File: src/rtl/cpu_seq.sv
`default_nettype none
// +----------------------------------------------------------------------+
// | cpu_seq : multi-cycle instruction sequencer FETCH/DECODE/EXEC/MEM/WB  |
// | Rev 1.0                                                               |
// +----------------------------------------------------------------------+
module cpu_seq #(
  parameter int                 XLEN     = 32,
  parameter int                 ADDR_W   = 32,
  parameter logic [ADDR_W-1:0]  RESET_PC = '0,
  parameter int                 TIMEOUT  = 15
) (
  input  logic              clk,
  input  logic              rst_n,
  input  logic [XLEN-1:0]   mem_rdata,
  input  logic              mem_ready,
  output logic [ADDR_W-1:0] mem_addr,
  output logic [XLEN-1:0]   mem_wdata,
  output logic              mem_ren,
  output logic              mem_wen,
  output logic [31:0]       ir,
  output logic [ADDR_W-1:0] pc,
  output logic              decode_en,
  output logic              exec_en,
  output logic              wb_en,
  input  logic              stall,
  input  logic              is_mem,
  input  logic              mem_we,
  input  logic [ADDR_W-1:0] ls_addr,
  input  logic [XLEN-1:0]   ls_wdata,
  input  logic              pc_load,
  input  logic [ADDR_W-1:0] next_pc,
  output logic [XLEN-1:0]   ld_data,
  output logic              bus_err
);

  typedef enum logic [2:0] {
    S_IDLE   = 3'd0,
    S_FETCH  = 3'd1,
    S_DECODE = 3'd2,
    S_EXEC   = 3'd3,
    S_MEM    = 3'd4,
    S_WB     = 3'd5,
    S_ERROR  = 3'd6
  } state_e;

  localparam logic [7:0] TO_LAST = 8'(TIMEOUT - 1);

  state_e            state_q, state_d;
  logic [ADDR_W-1:0] pc_q, pc_d;
  logic [31:0]       ir_q, ir_d;
  logic [XLEN-1:0]   ld_q, ld_d;
  logic [7:0]        wait_q, wait_d;
  logic              is_mem_q, is_mem_d;
  logic              we_q, we_d;
  logic              pc_load_q, pc_load_d;
  logic [ADDR_W-1:0] npc_q, npc_d;
  logic [ADDR_W-1:0] pc_wb;
  logic              timeout;

  assign pc_wb   = pc_load_q ? npc_q : pc_q + ADDR_W'(4);
  assign timeout = !mem_ready && (wait_q == TO_LAST);

  always_ff @(posedge clk or negedge rst_n) begin
    if (!rst_n) begin
      state_q   <= S_IDLE;
      pc_q      <= RESET_PC;
      ir_q      <= '0;
      ld_q      <= '0;
      wait_q    <= '0;
      is_mem_q  <= 1'b0;
      we_q      <= 1'b0;
      pc_load_q <= 1'b0;
      npc_q     <= '0;
    end else begin
      state_q   <= state_d;
      pc_q      <= pc_d;
      ir_q      <= ir_d;
      ld_q      <= ld_d;
      wait_q    <= wait_d;
      is_mem_q  <= is_mem_d;
      we_q      <= we_d;
      pc_load_q <= pc_load_d;
      npc_q     <= npc_d;
    end
  end

  // wait_d defaults to zero so the counter is clear on every entry to FETCH/MEM
  always_comb begin
    state_d   = state_q;
    pc_d      = pc_q;
    ir_d      = ir_q;
    ld_d      = ld_q;
    wait_d    = '0;
    is_mem_d  = is_mem_q;
    we_d      = we_q;
    pc_load_d = pc_load_q;
    npc_d     = npc_q;
    mem_addr  = '0;
    mem_wdata = '0;
    mem_ren   = 1'b0;
    mem_wen   = 1'b0;
    decode_en = 1'b0;
    exec_en   = 1'b0;
    wb_en     = 1'b0;
    case (state_q)
      S_IDLE: begin
        state_d = (pc_q[1:0] != 2'b00) ? S_ERROR : S_FETCH;
      end
      S_FETCH: begin
        mem_ren  = 1'b1;
        mem_addr = pc_q;
        if (mem_ready) begin
          ir_d    = mem_rdata[31:0];
          state_d = S_DECODE;
        end else if (timeout) begin
          state_d = S_ERROR;
        end else begin
          wait_d = wait_q + 8'd1;
        end
      end
      S_DECODE: begin
        decode_en = 1'b1;
        if (!stall) state_d = S_EXEC;
      end
      S_EXEC: begin
        exec_en   = 1'b1;
        is_mem_d  = is_mem;
        we_d      = mem_we;
        pc_load_d = pc_load;
        npc_d     = next_pc;
        state_d   = is_mem ? S_MEM : S_WB;
      end
      S_MEM: begin
        mem_addr  = ls_addr;
        mem_wdata = ls_wdata;
        mem_wen   = we_q;
        mem_ren   = !we_q;
        if (mem_ready) begin
          if (!we_q) ld_d = mem_rdata;
          state_d = S_WB;
        end else if (timeout) begin
          state_d = S_ERROR;
        end else begin
          wait_d = wait_q + 8'd1;
        end
      end
      S_WB: begin
        wb_en   = 1'b1;
        pc_d    = pc_wb;
        // a misaligned target never reaches FETCH, so no read is issued
        state_d = (pc_wb[1:0] != 2'b00) ? S_ERROR : S_FETCH;
      end
      S_ERROR: begin
        state_d = S_ERROR;
      end
      default: begin
        state_d = S_IDLE;
      end
    endcase
  end

  assign ir      = ir_q;
  assign pc      = pc_q;
  assign ld_data = ld_q;
  assign bus_err = (state_q == S_ERROR);

endmodule
`default_nettype wire

File: config.mk
export PLATFORM = sky130hd
export DESIGN_NAME = cpu_seq
export DESIGN_NICKNAME = d
export VERILOG_FILES = /design/src/rtl/cpu_seq.sv
export SDC_FILE = /design/constraint.sdc
export NUM_CORES = 1
export LEC_CHECK = 0
export CAP_MARGIN = 10
export CORE_ASPECT_RATIO = 0.6
export CORE_MARGIN = 10
export CORE_UTILIZATION = 45
export DETAILED_ROUTE_END_ITERATION = 16
export DONT_BUFFER_PORTS = 1
export GPL_TIMING_DRIVEN = 0
export SLEW_MARGIN = 20
export SYNTH_ARGS = -nofsm -noshare
export SYNTH_HDL_FRONTEND = slang
export SYNTH_SLANG_ARGS = --single-unit
File: constraint.sdc
create_clock -name clk -period 2.4 [get_ports clk]
set_input_delay 0.24 -clock clk [delete_from_list [all_inputs] [get_ports clk]]
set_output_delay 0.24 -clock clk [all_outputs]
set_load 0.01 [all_outputs]
* Word level (Yosys, flattened, before mapping)
Cells that the tools add are included.
** Cells by class
- Reductions and logical operators :: 9
- Add/sub/neg operators :: 2
- Bitwise gates (word level) :: 1
- Equal/unequal tests :: 8
- Mux-type cells :: 19
** Operators by type and width (count)
- two-way mux 32 bit :: 2
- one-hot mux 32 bit (2 select lines) :: 1
- adder 32 x 3 -> 32 bit, second input constant :: 1
- two-way mux 8 bit :: 3
- one-hot mux 3 bit (7 select lines) :: 1
- two-way mux 3 bit :: 6
- == test 3 bit, second input constant :: 3
- adder 8 x 1 -> 8 bit, second input constant :: 1
- == test 8 x 4 -> 1 bit, second input constant :: 1
- == test 3 x 2 -> 1 bit, second input constant :: 2
- two-way mux 1 bit :: 5
- nonzero test 2 bit :: 2
- == test 3 x 1 -> 1 bit, second input constant :: 1
- logical NOT 3 bit :: 1
- AND reduction 3 bit :: 1
- logical NOT 1 bit :: 2
- inequality test 2 bit, second input constant :: 1
- one-hot mux 1 bit (2 select lines) :: 1
- AND reduction 2 bit :: 1
- OR reduction 2 bit :: 1
- logical AND 1 bit :: 1
- inverter 1 bit :: 1
** Storage, ports and cells
- Bits in registers :: 141
- Logic and storage cells :: 47
- Input bits :: 135

* Depth between registers and ports, before layout
Gate-level depths: netlist (run 1).
- Word-level depth :: 5
- Mapped depth :: 8

* Worst setup path before layout (run 1)
No wires, ideal clock.
- Path kind :: reg2out
- Start :: register state_q[2]
- End :: output port mem_addr[11]
- Arrival :: 1.553 ns
- Setup slack :: 0.607 ns
- Path buffers :: 3
- Stages on the path, launching flop included :: 7
- Path through :: dfrtp_1 -> buf_2 -> nor2b_1 -> and2_1 -> clkbuf_1 -> clkbuf_1 -> a22o_1
** Between the ends
- Longest elaborated chain between the ends :: 2
- Elaborated cells on any way between the ends :: 3
** Ends and longest elaborated chain
- start: declaration :: line 48 : state_e state_q, state_d;
- start signal: assignment :: line 75 : state_q <= state_d;
- == test 3 bit or == test 3 x 1 -> 1 bit (tied branches) :: line 105 : case (state_q)
- one-hot mux 32 bit (2 select lines) (*) :: line 105
- end: declaration :: line 16 : output logic [ADDR_W-1:0] mem_addr,
Every way passes the cells marked *; elsewhere a longest branch is shown, timed or not.

* Worst setup path after layout (run 1)
- Start :: register state_q[1]
- End :: output port wb_en
** Between the ends
- Longest elaborated chain between the ends :: 2
** Ends and longest elaborated chain
- == test 3 bit :: line 105
- two-way mux 1 bit :: line 105
- end: declaration :: line 24 : output logic wb_en,
No other way between the ends.

==> metrics.md, run 1 <==
| Metric | Value |
|---|---|
| Initial Util | 0.466 |
| Slowest Stage Delay on Critical Path | 0.35 ns |
| Num ports | 301 |
| Syn_nets | 748 |
| Crit path time final | 2.28 ns |
| # setup viols final | 0 |
| Setup Skew | 0.0112 ns |
| CTS tree | done |
| Synth cell types | 50 |
| Peak VDD IR | 0.000611 V |
| Port Buf Inserts | 0 |
| Final WS setup | 0.116 ns |
| Critical Path AT | 2.04 ns |
| Drt first pass iters | 7 |
| Final Hold Fails | 141 |
| Register cell area after layout | 3530 um2 |
| Root Buffer | clkbuf_16 |
| Most common cell on crit path | inv_2 |
| Post-synthesis cell count | 610 |
| Max Buffers Root-to-Sink | 2 |
| Cell breakdown of the critical path | clkbuf_1 > inv_2 > nand3_1 > inv_2 > buf_2 > clkbuf_4 |
| Vias in the first global route | 5,539 |
| Sw frac | 0.424 |
| Critical-path top delay cell | dfrtp_1 |
| Top cell type's share of synthesized area | 0.515 |
| Gate power share | 0.328 |
| TritonCTS sink count | 141 |
| Initial antenna violation count | 1 |
| Max Cap Violations | 0 |
| Hpwl dp | 17.8 mm |
| # hold bufs at CTS | 66 |
| Worst-path clk slew | 0.07 ns |
| P_sw | 4.93 mW |
| Hold Slack | -0.492 ns |
| Vias/cell | 6.00 |
| Cell Area, Synth | 6860 um2 |
| Flops & latches, synth | 141 |
| Gpl congestion | 0.899 |
| Detailed Route Iter0 Violations | 516 |
| P_int | 6.70 mW |
| Final max-slew violation count | 0 |
| Worst hold path type | input port to async pin |
| First-pass GRT wire length | 34.2 mm |
| Leakage Power | 3.55 nW |
| Pwr Density | 1380 nW/um2 |
| DRC viols | 0 |
| Crit path required time | 2.16 ns |
| Pwr Total | 11.6 mW |
| RSZ-0062 raised after global routing | false |
| Share of cells above drive strength 1 | 0.160 |
| Bufs and invs on worst path | 5 |
| Fill count | 1,225 |
| Synth warn | 0 |
| Clock power share | 0.230 |
| Die area | 20,700 um2 |
| Placed cell count | 808 |
| F_max | 0.438 GHz |
| Via count | 5,444 |
| Worst slack at placement | -0.149 ns |
| Multi-input logic area | 3090 um2 |
| WL/cell | 25.6 um |
| Critical path launch point type | flip-flop |
| Status | finished, violations left |
| Pin count of the biggest net entering global routing | 142 |
| Overall routing resource usage | 0.216 |
| Crit Path Category | flip-flop to output pin |
| Violated checks | hold timing |
| Die span in x | 179 um |
| Htree depth | 4 |
| Seq pwr share | 0.441 |
| Core area | 14,700 um2 |
| Syn Area/Cell | 11.2 um2 |
| Final core utilization | 0.571 |
| Cell Rows | 34 |
| Crit share post-route | 0.952 |
| CP delay by family, top | buffers and inverters |
| Post-synthesis sequential area ratio | 0.515 |
| Ranking of synthesized cells by area | dfrtp_1 (51%), mux2_1 (9.9%), mux2_2 (6.1%) |
| Endpoint type of the worst setup path | output pin |
| Num CTS Buffers | 17 |
| ANT nets after route | 0 |
| Die H | 116 um |
| Crit-path max FO | 10 |
| NumNets Final | 832 |
| Post-Route WL | 23.2 mm |
| Actual slew at the worst max-slew pin | 0.884 ns |
| Clk_lat worst skew | 0.42 ns |
| Synthesis-to-layout area growth | 22.6% |
| Post-route insts no fill | 907 |
| Gr ovfl total | 0 |
| Rel. slew slack | 0.406 |
| Cell taking the most area after synthesis | dfrtp_1 |
[path summary, 6_finish.rpt]
kind	startpoint	to	slack, ns	cells after the start
min in group clk	mem_ready	state_q[0]$_DFFE_PN0P_	0.05	2
setup / recovery	state_q[1]$_DFFE_PN0P_	wb_en	0.12	6
hold reg to reg	npc_q[0]$_DFFE_PN0N_	pc[0]$_DFFE_PN0P_	0.50	2
setup reg to reg	pc[8]$_DFFE_PN0P_	pc[15]$_DFFE_PN0P_	0.17	5
hold / removal	rst_n	ld_data[9]$_DFFE_PN0P_	-0.49	0
max in group asynchronous	rst_n	npc_q[15]$_DFFE_PN0N_	2.70	0
[synthesized netlist by cell type, drive strengths merged]
library cell,n
or3,4
o211ai,2
a32oi,1
nor2,23
a41oi,2
and4,2
or2,1
clkbuf,17
o31ai,2
a31o,1
nand3,25
nor2b,5
a2bb2oi,3
a22oi,4
o22ai,14
dfrtp,141
nor3,12
nand2b,2
nand2,41
mux2,97
and2,37
nor4,7
ha,3
xor2,4
o22a,1
a31oi,2
buf,25
inv,11
nand4,11
a221o,1
and3,6
xnor2,1
a21oi,30
a21o,1
mux2i,15
o21ai,24
a22o,32
[sequential cells by signal, indices dropped and copies added, names as in the netlist]
name,count
we_q,1
npc_q,32
state_q,3
wait_q,8
ir,32
pc,32
ld_data,32
pc_load_q,1
[final cells by class]
| class | count | share of cell area |
|---|---|---|
| buffer | 41 | 0.0287 |
| clock inverter | 15 | 0.0198 |
| sequential | 141 | 0.420 |
| timing repair buffer | 66 | 0.0786 |
| tap | 198 | 0.0295 |
| antenna | 2 | 0.000595 |
| multi-input combinational | 416 | 0.367 |
| clock buffer | 17 | 0.0506 |
| inverter | 11 | 0.00536 |
[power groups by stage]
stage | Clock [mW] | Combinational, mW | Sequential [mW]
after CTS | 2.72 | 3.80 | 5.16
after global routing | 2.81 | 4.20 | 5.29
after floorplan | 0 | 2.88 | 4.62
after global placement | 0 | 3.55 | 5.15
final | 2.68 | 3.82 | 5.13
after detailed placement | 0 | 3.65 | 5.19
[logic make-up after synthesis]
logic type / count (synthesis) / share of synthesized area
adder cells (fa/ha/maj): 3 / 0.00547
AND/OR/NAND/NOR: 176 / 0.139
AO/OA/AOI/OAI: 120 / 0.117
flip-flops: 141 / 0.515
buffers and inverters: 53 / 0.0365
multiplexers: 112 / 0.181
XOR/XNOR: 5 / 0.00639
[per-stage QoR]
| step | area [um2] | setup TNS [ns] |
|---|---|---|
| final | 8410 | 0 |
| after global routing | 8400 | 0 |
| after CTS | 8380 | 0 |
| after detailed placement | 7110 | -2.24 |
| after global placement | 7110 | -0.758 |
| after floorplan | 6860 | 0 |
[cell usage in the layout, fill, tap and decap left out, types with 5 or more instances in the layout]
master           n
nand3_1         24
and2_1          36
nand2_1         41
and3_1           5
clkbuf_1         7
mux2_2          37
a21oi_1         30
buf_1            5
o22ai_1         14
mux2_1          60
nor2_1          22
buf_2           15
inv_1            8
dfrtp_1        141
mux2i_1         15
o21ai_1          8
o21ai_0         16
nand4_1         10
a22o_1          31
dlygate4sd3_1   66
inv_6            7
clkbuf_16       17
nor3_1          12
[worst register-to-register path: stages, from the launching register on]
cell and delay, ns:
dfrtp_1 0.45, buf_2 0.25, nand4_1 0.21, nor4_1 0.82, a31oi_1 0.19, o22a_1 0.20
[per-layer routing]
layer	wire length, um	part of all wire	up-vias	global-route usage
met2	11400	0.49	325	0.367
met1	8990	0.39	2719	0.268
met4	180	0.0077	0	0.0446
met3	2660	0.11	19	0.0640
met5	0	0	-	0
li1	-	-	2381	-
[repair_timing]
item	in CTS	in global routing
hold endpoints to repair	239	141
endpoints found under the setup margin	57	55
buffers inserted	0	0
gates resized for setup	15	11
(Power assumes the default switching activity.)
==> run 2, diff against run 1 <==
--- a/config.mk
+++ b/config.mk
@@ -5,6 +5,7 @@
 export SDC_FILE = /design/constraint.sdc
 export NUM_CORES = 1
 export LEC_CHECK = 0
+export ABC_CLOCK_PERIOD_IN_PS = 2400
 export CAP_MARGIN = 10
 export CORE_ASPECT_RATIO = 0.6
 export CORE_MARGIN = 10
==> results of run 2 <==
No change in the layout: final DEF, timing and power equal those of run 1.
==> run 3, diff against run 2 <==
--- a/config.mk
+++ b/config.mk
@@ -9,7 +9,7 @@
 export CAP_MARGIN = 10
 export CORE_ASPECT_RATIO = 0.6
 export CORE_MARGIN = 10
-export CORE_UTILIZATION = 45
+export CORE_UTILIZATION = 35
 export DETAILED_ROUTE_END_ITERATION = 16
 export DONT_BUFFER_PORTS = 1
 export GPL_TIMING_DRIVEN = 0
==> run 3 against run 2 <==
The flow still finishes with violations (hold timing). Via count increased by 0.42%. Hold slack improved by 0.022 ns. Total power increased by 1.9%. Non-clock buffer count decreased by 1. Design area increased by 1.4%. First-iteration DRC count increased by 13%. Largest power group unchanged.
==> metrics.md, run 3 (synthesis gave the netlist of run 1 again) <==
| Metric | Value |
|---|---|
| Status | finished, violations left |
| Violated checks | hold timing |
| Critical path launch point type | flip-flop |
| Gpl congestion | 0.927 |
| Port Buf Inserts | 0 |
| Actual slew at the worst max-slew pin | 0.759 ns |
| Endpoint type of the worst setup path | output pin |
| Root Buffer | clkbuf_16 |
| Crit-path max FO | 10 |
| # setup viols final | 0 |
| NumNets Final | 831 |
| Reg2reg path depth | 5 |
| Critical Path AT | 2.02 ns |
| Initial antenna violation count | 4 |
| Detailed Route Iter0 Violations | 583 |
| Worst R2R Setup Slack | 0.24 ns |
| Die span in x | 201 um |
| WL/cell | 24.9 um |
| Crit path required time | 2.16 ns |
| Crit. Startpoint | state_q[1]$_DFFE_PN0P_ |
| Die area | 25,800 um2 |
| Reg-to-reg startpoint | pc_load_q$_DFFE_PN0N_ |
| Via count | 5,467 |
| Die H | 128 um |
| Initial Util | 0.359 |
| Final core utilization | 0.446 |
| Num ports | 301 |
| Commonest non-fill, non-tap cell in the layout | dfrtp_1 |
| Synthesis-to-layout area growth | 24.3% |
| Vias in the first global route | 5,635 |
| Gr ovfl total | 0 |
| Worst slack at placement | -0.220 ns |
| CTS tree | done |
| Crit share post-route | 0.941 |
| Core area | 19,100 um2 |
| Worst hold path type | input port to async pin |
| TritonCTS sink count | 141 |
| Clk_lat worst skew | 0.41 ns |
| Drt first pass iters | 5 |
| Finished layout cell area | 8520 um2 |
| DRC viols | 0 |
| Vias/cell | 5.60 |
| Hold Slack | -0.469 ns |
| Final Hold Fails | 141 |
| Placed Area | 7190 um2 |
| Pwr Density | 1390 nW/um2 |
| Overall routing resource usage | 0.182 |
| First-pass GRT wire length | 36.4 mm |
| Final max-slew violation count | 0 |
| F_max | 0.443 GHz |
| Crit path time final | 2.26 ns |
| Max Buffers Root-to-Sink | 2 |
| Htree depth | 4 |
| RSZ-0062 raised after global routing | false |
| Commonest cells after routing, fill and taps aside | dfrtp_1 (141), dlygate4sd3_1 (66), mux2_1 (60) |
| ANT nets after route | 0 |
| Crit Path Category | flip-flop to output pin |
| Setup Skew | 0.00938 ns |
| Leakage Power | 3.56 nW |
| Max Cap Violations | 0 |
| Peak VDD IR | 0.000561 V |
| Share of cells above drive strength 1 | 0.157 |
| Num CTS Buffers | 17 |
| Rel. slew slack | 0.492 |
| Pin count of the biggest net entering global routing | 142 |
| Hpwl dp | 18.4 mm |
| Final WS setup | 0.141 ns |
| RR Endpoint | pc[13]$_DFFE_PN0P_ |
| Post-Route WL | 24.3 mm |
| Cell Rows | 39 |
| Worst-path clk slew | 0.06 ns |
| # hold bufs at CTS | 66 |
==> run 3: cell count changes in the layout (fill, tap and decap cells not counted), moves of 2 or more <==
cell	previous run	this run
inv_6	7	1
bufinv_16	1	4
inv_8	4	0
clkinv_4	1	4
clkinvlp_4	1	3
diode_2	2	4
==> run 3: area by class of cell <==
type | count | area, um2
clock buffer | 19 | 433
tap | 266 | 333
inverter | 11 | 41.3
antenna | 4 | 10.0
timing repair buffer | 66 | 661
buffer | 40 | 229
fill | 1785 | 10600
sequential | 141 | 3530
clock inverter | 13 | 191
multi-input combinational | 416 | 3100
==> run 3: worst max-delay path: stages, from the launching register on <==
cell and delay [ns]:
dfrtp_1 0.50, inv_2 0.16, nand3_1 0.16, inv_2 0.15, buf_2 0.28, clkbuf_4 0.34
==> run 3: where the power goes <==
part / internal [mW] / switching [mW]
clock network: 1.75 / 1.05
logic: 1.69 / 2.18
registers: 3.51 / 1.67
==> run 3: worst max-delay path by stage <==
stage,to,slack [ns]
global route,mem_addr[1],0.01
CTS,mem_addr[1],0.02
global placement,mem_addr[26],-0.09
detailed placement,mem_addr[26],-0.22
floorplan,mem_addr[11],0.61
finish,wb_en,0.14
==> run 3: routing by layer <==
metal | share of wire | global-route usage | vias up
li1 | - | - | 2381
met1 | 0.40 | 0.217 | 2786
met2 | 0.49 | 0.301 | 281
met3 | 0.099 | 0.0724 | 19
met4 | 0.014 | 0.0523 | 0
met5 | 0 | 0 | -
==> run 3: timing repair <==
item | 4_1_cts | 5_1_grt
resized for setup | 14 | 12
endpoints found under the setup margin | 57 | 56
endpoints found under the hold margin | 239 | 141
pin swaps | 0 | 0
setup buffers | 0 | 0
==> run 3: through the flow <==
step,instances,total power [mW],TNS (ns)
2_1_floorplan,610,7.50,0
3_3_place_gp,876,8.73,-0.884
3_5_place_dp,876,8.91,-3.16
4_1_cts,973,11.9,0
5_1_grt,976,12.5,0
6_report,976,11.8,0
